===== config.mk =====
export PLATFORM = sky130hd
export DESIGN_NAME = des_key_schedule_seq
export DESIGN_NICKNAME = d
export VERILOG_FILES = /design/src/rtl/des_ks_pkg.sv /design/src/rtl/des_key_schedule_seq_pc2.sv /design/src/rtl/des_key_schedule_seq.sv
export SDC_FILE = /design/constraint.sdc
export NUM_CORES = 1
export LEC_CHECK = 0
export BUFFER_PORTS_ARGS = -buffer_cell sky130_fd_sc_hd__buf_2
export CAP_MARGIN = 20
export CORE_ASPECT_RATIO = 1.4
export CORE_MARGIN = 2
export CORE_UTILIZATION = 45
export CTS_CLUSTER_DIAMETER = 200
export DETAILED_ROUTE_END_ITERATION = 8
export GPL_TIMING_DRIVEN = 0
export HOLD_SLACK_MARGIN = 0.12
export PLACE_DENSITY_LB_ADDON = 0.15
export SLEW_MARGIN = 0
export SYNTH_ARGS = -nofsm -noshare
export SYNTH_HDL_FRONTEND = slang
export SYNTH_SLANG_ARGS = --single-unit

===== constraint.sdc =====
create_clock -name clk -period 2.9 [get_ports clk]
set_input_delay 0.87 -clock clk [delete_from_list [all_inputs] [get_ports clk]]
set_output_delay 0.87 -clock clk [all_outputs]
set_load 0.05 [all_outputs]

===== src/rtl/des_ks_pkg.sv =====
// Shared tables, types and helpers for the sequential DES/3DES key scheduler.
// Bit numbering follows DES: bit 1 is the MSB of each table's source word.
package des_ks_pkg;

  localparam int KEY_W = 64;
  localparam int CD_W  = 28;
  localparam int SK_W  = 48;

  typedef enum logic {
    IDLE,
    EMIT
  } state_t;

  localparam int PC1 [56] = '{
    57, 49, 41, 33, 25, 17,  9,
     1, 58, 50, 42, 34, 26, 18,
    10,  2, 59, 51, 43, 35, 27,
    19, 11,  3, 60, 52, 44, 36,
    63, 55, 47, 39, 31, 23, 15,
     7, 62, 54, 46, 38, 30, 22,
    14,  6, 61, 53, 45, 37, 29,
    21, 13,  5, 28, 20, 12,  4
  };

  localparam int PC2 [48] = '{
    14, 17, 11, 24,  1,  5,
     3, 28, 15,  6, 21, 10,
    23, 19, 12,  4, 26,  8,
    16,  7, 27, 20, 13,  2,
    41, 52, 31, 37, 47, 55,
    30, 40, 51, 45, 33, 48,
    44, 49, 39, 56, 34, 53,
    46, 42, 50, 36, 29, 32
  };

  // Entry i is the left shift that produces round i+1.
  localparam logic [1:0] SHIFT [16] = '{
    2'd1, 2'd1, 2'd2, 2'd2, 2'd2, 2'd2, 2'd2, 2'd2,
    2'd1, 2'd2, 2'd2, 2'd2, 2'd2, 2'd2, 2'd2, 2'd1
  };

  // Entry i is the right shift that steps back to round 16-i.
  localparam logic [1:0] RSHIFT [16] = '{
    2'd0, 2'd1, 2'd2, 2'd2, 2'd2, 2'd2, 2'd2, 2'd2,
    2'd1, 2'd2, 2'd2, 2'd2, 2'd2, 2'd2, 2'd2, 2'd1
  };

  function automatic logic [2*CD_W-1:0] pc1(
    input logic [KEY_W-1:0] k
  );
    logic [2*CD_W-1:0] r;
    r = '0;
    for (int i = 0; i < 2*CD_W; i++)
      r[2*CD_W-1-i] = k[KEY_W-PC1[i]];
    return r;
  endfunction

  function automatic logic [CD_W-1:0] rotl28(
    input logic [CD_W-1:0] x,
    input logic [1:0]      n
  );
    logic [CD_W-1:0] r;
    case (n)
      2'd1:    r = {x[CD_W-2:0], x[CD_W-1]};
      2'd2:    r = {x[CD_W-3:0], x[CD_W-1:CD_W-2]};
      default: r = x;
    endcase
    return r;
  endfunction

  function automatic logic [CD_W-1:0] rotr28(
    input logic [CD_W-1:0] x,
    input logic [1:0]      n
  );
    logic [CD_W-1:0] r;
    case (n)
      2'd1:    r = {x[0], x[CD_W-1:1]};
      2'd2:    r = {x[1:0], x[CD_W-1:2]};
      default: r = x;
    endcase
    return r;
  endfunction

endpackage


===== src/rtl/des_key_schedule_seq_pc2.sv =====
// DES permuted choice 2: selects 48 subkey bits from the 56-bit C||D word.
// Pure combinational wiring.
module des_pc2
  import des_ks_pkg::*;
(
  input  logic [2*CD_W-1:0] cd,
  output logic [SK_W-1:0]   sk
);

  // Table-driven bit gather
  always_comb begin
    sk = '0;
    for (int i = 0; i < SK_W; i++)
      sk[SK_W-1-i] = cd[2*CD_W-PC2[i]];
  end

endmodule


===== src/rtl/des_key_schedule_seq.sv =====
// Sequential DES/3DES key scheduler: one 48-bit subkey per beat, EDE order.
// Optional odd-parity key check enabled by DES_KS_PARITY_CHECK_EN.
module des_key_schedule_seq
  import des_ks_pkg::*;
#(
  parameter int NUM_KEYS = 1,
  parameter int ROUNDS   = 16
) (
  input  logic                      clk,
  input  logic                      rst_n,
  input  logic                      key_valid,
  output logic                      key_ready,
  input  logic [KEY_W*NUM_KEYS-1:0] key,
  input  logic                      decrypt,
  output logic                      sk_valid,
  input  logic                      sk_ready,
  output logic [SK_W-1:0]           subkey,
  output logic [3:0]                sk_round,
  output logic [1:0]                sk_stage,
  output logic                      sk_last,
  output logic                      busy,
  output logic                      key_err
);

  localparam int         KW       = KEY_W * NUM_KEYS;
  localparam logic [1:0] LAST_STG = 2'(NUM_KEYS - 1);
  localparam logic [3:0] LAST_RND = 4'(ROUNDS - 1);

  if (!(NUM_KEYS == 1 || NUM_KEYS == 3)) begin : g_bad_nk
    $error("des_key_schedule_seq: NUM_KEYS must be 1 or 3");
  end
  if (ROUNDS != 16) begin : g_bad_rounds
    $error("des_key_schedule_seq: ROUNDS must be 16");
  end

  state_t            state_q, state_d;
  logic [KW-1:0]     key_q, key_d;
  logic              dec_q, dec_d;
  logic [3:0]        round_q, round_d;
  logic [1:0]        stage_q, stage_d;
  logic [2*CD_W-1:0] cd_q, cd_d;
  logic              rev_now;
  logic [3:0]        rnext;

  // Stage s uses key s (encrypt) or key N-1-s (decrypt); odd stages flip.
  function automatic logic [2*CD_W-1:0] stage_init(
    input logic [KW-1:0] keys,
    input logic          dec,
    input logic [1:0]    stg
  );
    int                idx;
    logic              rev;
    logic [KEY_W-1:0]  kk;
    logic [2*CD_W-1:0] cd;
    idx = dec ? (NUM_KEYS - 1 - int'(stg)) : int'(stg);
    rev = dec ^ stg[0];
    kk  = keys[KEY_W*(NUM_KEYS-1-idx) +: KEY_W];
    cd  = pc1(kk);
    if (!rev)
      cd = {rotl28(cd[2*CD_W-1:CD_W], 2'd1),
            rotl28(cd[CD_W-1:0], 2'd1)};
    return cd;
  endfunction

`ifdef DES_KS_PARITY_CHECK_EN
  logic key_err_q, key_err_d;

  function automatic logic par_ok(input logic [KW-1:0] k);
    logic ok;
    ok = 1'b1;
    for (int i = 0; i < KW/8; i++)
      if (!(^k[8*i +: 8])) ok = 1'b0;
    return ok;
  endfunction
`endif

  assign rev_now = dec_q ^ stage_q[0];
  assign rnext   = round_q + 4'd1;

  // Next-state: job accept, per-beat rotation, stage rollover
  always_comb begin
    state_d = state_q;
    key_d   = key_q;
    dec_d   = dec_q;
    round_d = round_q;
    stage_d = stage_q;
    cd_d    = cd_q;
`ifdef DES_KS_PARITY_CHECK_EN
    key_err_d = 1'b0;
`endif
    unique case (state_q)
      IDLE: begin
        if (key_valid) begin
`ifdef DES_KS_PARITY_CHECK_EN
          if (!par_ok(key)) begin
            key_err_d = 1'b1;
          end else begin
`else
          begin
`endif
            key_d   = key;
            dec_d   = decrypt;
            stage_d = 2'd0;
            round_d = 4'd0;
            cd_d    = stage_init(key, decrypt, 2'd0);
            state_d = EMIT;
          end
        end
      end
      EMIT: begin
        if (sk_ready) begin
          if (round_q != LAST_RND) begin
            round_d = rnext;
            if (rev_now)
              cd_d = {rotr28(cd_q[2*CD_W-1:CD_W], RSHIFT[rnext]),
                      rotr28(cd_q[CD_W-1:0], RSHIFT[rnext])};
            else
              cd_d = {rotl28(cd_q[2*CD_W-1:CD_W], SHIFT[rnext]),
                      rotl28(cd_q[CD_W-1:0], SHIFT[rnext])};
          end else if (stage_q != LAST_STG) begin
            stage_d = stage_q + 2'd1;
            round_d = 4'd0;
            cd_d    = stage_init(key_q, dec_q, stage_q + 2'd1);
          end else begin
            state_d = IDLE;
          end
        end
      end
    endcase
  end

  // State and datapath registers
  always_ff @(posedge clk or negedge rst_n) begin
    if (!rst_n) begin
      state_q <= IDLE;
      key_q   <= '0;
      dec_q   <= 1'b0;
      round_q <= 4'd0;
      stage_q <= 2'd0;
      cd_q    <= '0;
    end else begin
      state_q <= state_d;
      key_q   <= key_d;
      dec_q   <= dec_d;
      round_q <= round_d;
      stage_q <= stage_d;
      cd_q    <= cd_d;
    end
  end

`ifdef DES_KS_PARITY_CHECK_EN
  // One-cycle parity reject pulse
  always_ff @(posedge clk or negedge rst_n) begin
    if (!rst_n) key_err_q <= 1'b0;
    else        key_err_q <= key_err_d;
  end
  assign key_err = key_err_q;
`else
  assign key_err = 1'b0;
`endif

  des_pc2 u_pc2 (
    .cd (cd_q),
    .sk (subkey)
  );

  assign key_ready = (state_q == IDLE);
  assign busy      = (state_q == EMIT);
  assign sk_valid  = (state_q == EMIT);
  assign sk_round  = round_q;
  assign sk_stage  = stage_q;
  assign sk_last   = (state_q == EMIT) && (stage_q == LAST_STG)
                  && (round_q == LAST_RND);

endmodule


==> out/results.ini, run 1 <==
[clock_tree]
clkLatencyLatePin_ns = 0.44
clock-root-buffer = clkbuf_16
cts_buffer_depth = 2
cts_buffers = 17
clk_pin_slew_ns = 0.06
cts_tree = done
htreeDepth = 4
cts.sinks = 120
postCtsHoldBufs = 0

[logic_synthesis]
ys.flop_type = dfrtp_1
synthTopCellsByCount = dfrtp_1 (120), mux2i_1 (114), mux2_2 (104)
synth_top_area_share_pct = 31.2
synthTopCellsByArea = dfrtp_1 (31%), mux2_2 (12%), mux2i_1 (12%)
syn_nets = 1092
syn_area_sq_um = 9610
synth-seq-cells = 120
synth_edf_count = 0
yosysWarnings = 0
ys_async_sr_fraction_pct = 100
ys_seq_area_share_pct = 31.2
synth_area_per_cell_sq_um = 9.45
yosysMostFrequentCell = dfrtp_1
synth_cells = 1017
synth_top_area_cell = dfrtp_1
synthDistinctLibCells = 69

[cells_and_area]
final_cell_area_sq_um = 11500
syn_to_final_growth_pct = 19.1
final_nets = 1239
stdcell_count = 1437
antenna_cells = 0
fin_util_pct = 54.4
drive_gt1_share_pct = 34.7

[detailed_routing]
routed_wl_mm = 39.0
vias = 9440
routedWlPerCell_microns = 27.1
first_pass_iters = 5
drtIter0Drc = 853
viasPerCell = 6.57
ant_nets = 0
route.detailed.drc = 0

[power]
leakage_nw = 5.31
finalPower_mw = 13.5
vdd_drop_max_uv = 667
cellPowerDensity_nw_per_um2 = 1170
seq_power_share_pct = 22.2
netSwitchingPower_mw = 6.71
p_int_mw = 6.74
p_comb_share_pct = 60.1
p_sw_share_pct = 49.9
clockPowerShare_pct = 17.7

[sta]
tightest_slew_ns = 1.22
fmax_mhz = 349
rsz0062_at_grt = no
hold_violations = 0
finClkSkew_ns = 0.00567
min_period_ns = 2.87
final-max-slew-violation-count = 0
post-route-period-util_pct = 98.9
whs_ns = 0.374
setup-violations-final = 0
max_slew_margin_pct = 18.8

[worst_setup_path]
path_class = flip-flop to flip-flop
critPathRequiredTime_ns = 3.25
slowest_delay_ns = 0.53
setup.worst_path.start_class = flip-flop
path_max_fanout = 10
critPathCaptureType = flip-flop
slowest_stage = nor2_2
crit_chain = inv_1 -> ha_1 -> buf_2 -> inv_4 -> nor2_2 -> clkbuf_2 -> nand2_1 -> mux2_1 -> a31oi_1
cp.arrival_ns = 3.21

[placed_design]
port-buffer-count = 117
place_area_sq_um = 10600
dp.cells = 1398
post-dp-hpwl_mm = 28.2
gp_congestion = 1.01

[die]
dieArea_sq_um = 22600
fp.coreArea_sq_um = 21000
die_w_microns = 128
rows = 63
die_y_microns = 177
ios = 128
initial_core_util_pct = 45.7

[global_routing]
grt_antenna_before_repair = 0
grt_pass1_wl_mm = 58.1
grt-ovfl-total = 0
grt_usage_pct = 34.8
grt_max_degree = 77
grt_pass1_vias = 9337

[job]
maxCapViolations = 0

[worst_hold_path]
hold_path_class = input port to asynchronous set/reset pin

[run_status]
status = complete, no violations

[sequential cells by signal (all words and copies together), names as in the netlist]
register and cells:
busy 1, sk_stage 2, cd_q 56, dec_q 1, sk_round 4, key_q 56
[placed cells by master, fill, tap and decap left out, types with 20 or more instances in the layout]
cell      instances
o21ai_0          22
mux2_2          104
a41oi_1          42
nand3_1          20
o32ai_1          46
buf_2           129
clkbuf_2         26
nor2_1           59
nand2_1          98
clkbuf_1         32
a31oi_1          44
inv_1            23
mux2i_1         114
dfrtp_1         118
buf_4            70
[critical path, delay by kind of cell, from the launching register on]
kind,cells,cell delay (ns)
buf+inv,4,1.02
simple gates,2,0.63
flops,1,0.39
mux,1,0.30
fa+ha+maj,1,0.28
compound gates,1,0.17
[path summary, 6_finish.rpt]
path | start | to | slack (ns) | cells past startpoint
worst max-delay path | sk_stage[0] | cd_q[12] | 0.03 | 9
worst min-delay path | rst_n | key_q[42] | 0.37 | 1
worst max register to register | sk_stage[0] | cd_q[12] | 0.03 | 9
worst min register to register | key_q[4] | key_q[4] | 0.53 | 1
max in group asynchronous | rst_n | cd_q[38] | 1.73 | 2
min in group clk | key_q[4] | key_q[4] | 0.53 | 1
[routing by layer]
| layer | GRT usage, % | wire length [microns] | share of wire, % | vias to the layer above |
|---|---|---|---|---|
| li1 | - | - | - | 4180 |
| met1 | 43.5 | 15800 | 40 | 4676 |
| met2 | 55.4 | 18100 | 46 | 451 |
| met3 | 6.38 | 2580 | 6.6 | 133 |
| met4 | 21.7 | 2570 | 6.6 | 0 |
| met5 | 0 | 0 | 0 | - |
[stage by stage]
stage | setup WS, ns | setup TNS (ns)
2_1_floorplan | 0.00138 | 0
3_3_place_gp | -1.08 | -132.13
3_5_place_dp | -0.436 | -26.25
4_1_cts | 0.000577 | 0
5_1_grt | 0.00142 | 0
6_report | 0.0329 | 0
[cell families after synthesis]
family                     count (synthesis)  synth area share, %
adders and majority gates                  6                0.781
xor gates and xnor gates                   2                0.182
other                                      1               0.0390
buffers and inverters                    175                 10.0
and+or+nand+nor                          224                 10.8
muxes                                    228                 25.3
AOI/OAI and AO/OA                        261                 21.7
DFF                                      120                 31.2
[power groups by stage]
stage / Sequential (mW) / Clock (mW) / Combinational, mW
2_1_floorplan: 2.73 / 0 / 5.78
3_3_place_gp: 3.01 / 0 / 7.62
3_5_place_dp: 3.00 / 0 / 7.67
4_1_cts: 2.95 / 2.38 / 7.84
5_1_grt: 3.03 / 2.45 / 8.56
6_report: 2.99 / 2.38 / 8.08
[timing repair]
action,in CTS,in global routing
setup endpoints to repair,68,72
buffers inserted,7,3
pin swaps,2,1
resized for setup,27,41
[area by class of cell]
type                    count  area (sq um)
inverters                  26           106
plain buffers             146           922
fillers                  1993          9600
multi-input cells         722          5700
flip-flops and latches    120          3010
clock buffers              21           470
well taps                 260           325
clock inverters            11           170
repair buffers            131           747
Power figures use the tool's default switching activity.
==> run 2, diff against run 1 <==
--- a/config.mk
+++ b/config.mk
@@ -10,6 +10,7 @@
 export CORE_ASPECT_RATIO = 1.4
 export CORE_MARGIN = 2
 export CORE_UTILIZATION = 45
+export CTS_BUF_LIST = sky130_fd_sc_hd__clkbuf_4 sky130_fd_sc_hd__clkbuf_8
 export CTS_CLUSTER_DIAMETER = 200
 export DETAILED_ROUTE_END_ITERATION = 8
 export GPL_TIMING_DRIVEN = 0
==> run 2 against run 1 <==
Cell area fell by 1.2%. Die area did not move. Cell count rose by 0.42%. Total power fell by 4.2%. Combinational power barely moved. Sequential cell count did not move.
==> out/results.ini, run 2 (same netlist as run 1, synthesis figures left out) <==
[sta]
setup-violations-final = 0
finClkSkew_ns = 0.00970
hold_violations = 0
post-route-period-util_pct = 97.9
max_slew_margin_pct = 19.7
final-max-slew-violation-count = 0
min_period_ns = 2.84
fin_ws_ns = 0.0618
tns_ns = 0
rsz0062_at_grt = yes
tightest_slew_ns = 1.20
fmax_mhz = 352

[global_routing]
grt_usage_pct = 34.6
grt-ovfl-total = 0
grt_util_met2_pct = 55.6
grt_pass1_wl_mm = 58.0
top_usage_layer = met2
grt_max_degree = 77
grt_antenna_before_repair = 0
grt.met3_usage_pct = 6.32
use_met1_pct = 42.9
grt_pass1_vias = 9350

[placed_design]
dp.cells = 1398
port-buffer-count = 117
post-dp-hpwl_mm = 28.2
place_area_sq_um = 10600
post-place-ws_ns = -0.436
gp_congestion = 1.01

[worst_setup_path]
reg2reg_depth = 9
crit_chain = inv_1 -> ha_1 -> buf_2 -> inv_4 -> nor2_2 -> clkbuf_2 -> nand2_1 -> mux2_1 -> a31oi_1
critPathBufInv = 4
critPathCaptureType = flip-flop
crit_cells = 9
critPathRequiredTime_ns = 3.29
path_class = flip-flop to flip-flop
slowest_delay_ns = 0.53
path_max_fanout = 10
cp.arrival_ns = 3.23
setup.worst_path.start_class = flip-flop
slowest_stage = nor2_2
path_delay_family = buffers and inverters

[die]
initial_core_util_pct = 45.7
fp.coreArea_sq_um = 21000
die_y_microns = 177
die_w_microns = 128
ios = 128
rows = 63
dieArea_sq_um = 22600

[worst_hold_path]
hold_path_class = input port to asynchronous set/reset pin

[power]
cellPowerDensity_nw_per_um2 = 1140
leakage_nw = 5.27
finalPower_mw = 12.9
vdd_drop_max_uv = 710

[cells_and_area]
stdcell_count = 1443
fill_cells = 2000
final_nets = 1245
final_cell_mix = buf_2 (129), dfrtp_1 (118), mux2i_1 (114)
final_cell_area_sq_um = 11300
antenna_cells = 0
drive_gt1_share_pct = 35.1
syn_to_final_growth_pct = 17.7
final_common_cell = buf_2

[clock_tree]
cts_buffers = 17
cts_buffer_depth = 2
clkLatencyLatePin_ns = 0.47
clk_pin_slew_ns = 0.08
cts_tree = done
cts.sinks = 120
htreeDepth = 4
clock-root-buffer = clkbuf_8

[run_status]
status = complete, no violations

[detailed_routing]
drtIter0Drc = 905
ant_nets = 0
viasPerCell = 6.54
routedWlPerCell_microns = 26.8
vias = 9433
first_pass_iters = 5
routed_wl_mm = 38.7
route.detailed.drc = 0

[job]
maxCapViolations = 0

==> run 2: changes by cell type in the layout (fill, tap and decap cells not counted), sizes merged <==
cell	change
clkbuf	+2
buf	+4
==> run 2: per-stage QoR <==
stage / hold slack [ns] / util, %
finish: 0.339 / 53.8
global route: 0.363 / 53.8
CTS: 0.343 / 53.2
detailed placement: 0.518 / 50.4
global placement: 0.509 / 50.0
floorplan: 0.492 / -
==> run 2: timing repair <==
action | in CTS | in global routing
resized for setup | 30 | 41
pin swaps | 3 | 1
buffers inserted | 7 | 8
hold buffers | 0 | 0
endpoints found under the setup margin | 68 | 72
==> run 2: routing by layer <==
| metal | share of wire, % | vias to the layer above |
|---|---|---|
| met5 | 0 | - |
| met1 | 40 | 4660 |
| li1 | - | 4181 |
| met2 | 47 | 457 |
| met4 | 6.6 | 0 |
| met3 | 6.3 | 135 |
==> run 2: area by class of cell <==
| cell class | instances | area [sq um] | area share [%] |
|---|---|---|---|
| multi-input combinational | 722 | 5700 | 50.4 |
| sequential | 120 | 3010 | 26.6 |
| buffer | 147 | 937 | 8.28 |
| timing repair buffer | 136 | 785 | 6.93 |
| tap | 260 | 325 | 2.88 |
| clock buffer | 21 | 283 | 2.50 |
| clock inverter | 11 | 170 | 1.50 |
| inverter | 26 | 106 | 0.940 |
==> run 2: worst reg2reg max path, cell delays in order, from the launching register on <==
cell and delay [ns]:
dfrtp_1 0.40, inv_1 0.11, ha_1 0.28, buf_2 0.34
inv_4 0.15, nor2_2 0.53, clkbuf_2 0.43, nand2_1 0.10
mux2_1 0.29, a31oi_1 0.13
==> run 2: final timing paths <==
kind,from,end,slack (ns)
min,rst_n,key_q[42],0.34
min in group clk,key_q[4],key_q[4],0.54
min reg2reg,key_q[4],key_q[4],0.54
max in group asynchronous,rst_n,cd_q[34],1.77
max,sk_stage[0],cd_q[14],0.06
max reg2reg,sk_stage[0],cd_q[14],0.06
==> run 2: power by group <==
group | switching (mW) | internal, mW
Sequential | 0.841 | 2.15
Clock | 0.790 | 1.01
Combinational | 4.98 | 3.11
Total | 6.61 | 6.27
==> run 3, diff against run 2 <==
--- a/config.mk
+++ b/config.mk
@@ -5,6 +5,7 @@
 export SDC_FILE = /design/constraint.sdc
 export NUM_CORES = 1
 export LEC_CHECK = 0
+export ABC_AREA = 1
 export BUFFER_PORTS_ARGS = -buffer_cell sky130_fd_sc_hd__buf_2
 export CAP_MARGIN = 20
 export CORE_ASPECT_RATIO = 1.4
==> run 3 against run 2 <==
Non-clock buffer count down 3. Combinational power up 41%. Core utilization down 0.79 points. Die area up 2.1%. Largest cell class unchanged.
==> out/results.ini, run 3 <==
[run_status]
status = complete, no violations

[detailed_routing]
routed_wl_mm = 42.6
routedWlPerCell_microns = 21.6
vias = 11300
ant_nets = 0
first_pass_iters = 6
viasPerCell = 5.72
route.detailed.drc = 0
drtIter0Drc = 1188

[clock_tree]
clk_pin_slew_ns = 0.08
clkLatencyLatePin_ns = 0.48
cts_buffers = 17
htreeDepth = 4
postCtsHoldBufs = 0
cts_setup_buffers = 0
cts.sinks = 120
cts_buffer_depth = 2
cts_resized = 3
cts_tree = done
clock-root-buffer = clkbuf_8

[power]
cellPowerDensity_nw_per_um2 = 1460
leakage_nw = 6.07
vdd_drop_max_uv = 631

[logic_synthesis]
synth_top_area_share_pct = 30.6
synth_cells = 1559
synthTopCellsByCount = nand2_1 (493), nand3_1 (253), inv_1 (141)
ys.flop_type = dfrtp_1
yosysMostFrequentCell = nand2_1
syn_nets = 1634
synth_top_area_cell = dfrtp_1
yosysWarnings = 0
syn_area_sq_um = 9820
synth-seq-cells = 120
ys_seq_area_share_pct = 30.6
synth_area_per_cell_sq_um = 6.30
synth_edf_count = 0
synthDistinctLibCells = 28
ys_async_sr_fraction_pct = 100
synthTopCellsByArea = dfrtp_1 (31%), nand2_1 (19%), nand3_1 (13%)

[sta]
max_slew_margin_pct = 43.1
min_period_ns = 2.80
post-route-period-util_pct = 96.5
setup-violations-final = 0
fmax_mhz = 357
final-max-slew-violation-count = 0
rsz0062_at_grt = no
whs_ns = 0.332
tightest_slew_ns = 0.854
hold_violations = 0
finClkSkew_ns = 0.0115

[cells_and_area]
final_cell_area_sq_um = 11300
final_common_cell = nand2_1
syn_to_final_growth_pct = 14.8
antenna_cells = 0
final_cell_mix = nand2_1 (493), nand3_1 (253), buf_2 (153)
drive_gt1_share_pct = 20.0
stdcell_count = 1969
final_nets = 1771

[worst_setup_path]
cp.arrival_ns = 3.17
r2r_slack_ns = 0.10
path_class = flip-flop to flip-flop
critPathCaptureType = flip-flop
critPathRequiredTime_ns = 3.27
setup.worst_path.start_class = flip-flop
path_max_fanout = 10

[job]
maxCapViolations = 0

[die]
die_y_microns = 179
dieArea_sq_um = 23000
rows = 63
ios = 128
initial_core_util_pct = 46.1
die_w_microns = 129
fp.coreArea_sq_um = 21300

[global_routing]
grt_pass1_wl_mm = 63.3
grt_max_degree = 71
grt_usage_pct = 37.4
grt-ovfl-total = 0
grt_antenna_before_repair = 0
grt_pass1_vias = 10500

[placed_design]
post-dp-hpwl_mm = 33.4
gp_congestion = 1.02
port-buffer-count = 117
place_area_sq_um = 10800
dp.cells = 1937

[worst_hold_path]
hold_path_class = input port to asynchronous set/reset pin

## run 3: cell types whose count changed after synthesis, sizes merged, moves of 94 or more
cell   previous run  this run
a21oi            16       134
inv              26       148
mux2            114         8
mux2i           114         0
nand2            99       502
nand3            22       255
o21ai            23       117
## run 3: metal layers
layer	global-route usage (%)	vias to the layer above	wire length, microns
li1	-	5258	-
met1	48.6	5211	17100
met2	60.5	657	19800
met3	5.37	142	3550
met4	18.7	0	2110
met5	0	-	0
## run 3: power breakdown
| group | internal, mW | leakage [nW] | switching (mW) | total (mW) |
|---|---|---|---|---|
| clock network | 1.16 | 0.238 | 0.768 | 1.93 |
| logic | 3.51 | 4.36 | 7.84 | 11.4 |
| registers | 2.34 | 1.48 | 0.852 | 3.19 |
| total | 7.01 | 6.07 | 9.46 | 16.5 |
## run 3: cells by family after synthesis
group / synth area share (%)
buffers and inverters: 15.2
and+or+nand+nor: 37.3
muxes: 0.917
DFF: 30.6
AOI/OAI and AO/OA: 15.2
adders and majority gates: 0.765
other: 0.0382
## run 3: final timing paths
path	start	to	cells after the start
setup / recovery	dec_q	cd_q[32]	11
hold / removal	rst_n	busy	1
setup reg to reg	dec_q	cd_q[32]	11
hold reg to reg	key_q[47]	key_q[47]	2
max in group asynchronous	rst_n	cd_q[38]	2
min in group clk	key_q[47]	key_q[47]	2
## run 3: stage by stage
stage | total power [mW] | setup slack, ns | util (%) | setup TNS, ns
after floorplan | 11.1 | 0.215 | - | 0
after global routing | 17.6 | 0.00404 | 53.0 | 0
after detailed placement | 14.3 | 0.122 | 50.6 | 0
after global placement | 14.2 | -0.760 | 50.4 | -89.54
after CTS | 16.2 | 0.0228 | 52.9 | 0
final | 16.5 | 0.100 | 53.0 | 0
## run 3: critical path: stages (launching register included)
cell,delay [ns]
dfrtp_1,0.41
inv_1,0.06
ha_1,0.26
buf_2,0.25
inv_1,0.15
buf_2,0.30
clkbuf_1,0.59
o211ai_1,0.22
nand3_1,0.13
nand2_1,0.05
nand2_1,0.18
nand2_1,0.07
## run 3: cell type report
| type | count | area (sq um) |
|---|---|---|
| Buffer | 162 | 933 |
| Tap cell | 260 | 325 |
| Fill cell | 2320 | 10000 |
| Clock inverter | 12 | 221 |
| Clock buffer | 20 | 269 |
| Timing Repair Buffer | 118 | 622 |
| Multi-Input combinational cell | 1128 | 5340 |
| Inverter | 149 | 562 |
| Sequential cell | 120 | 3000 |
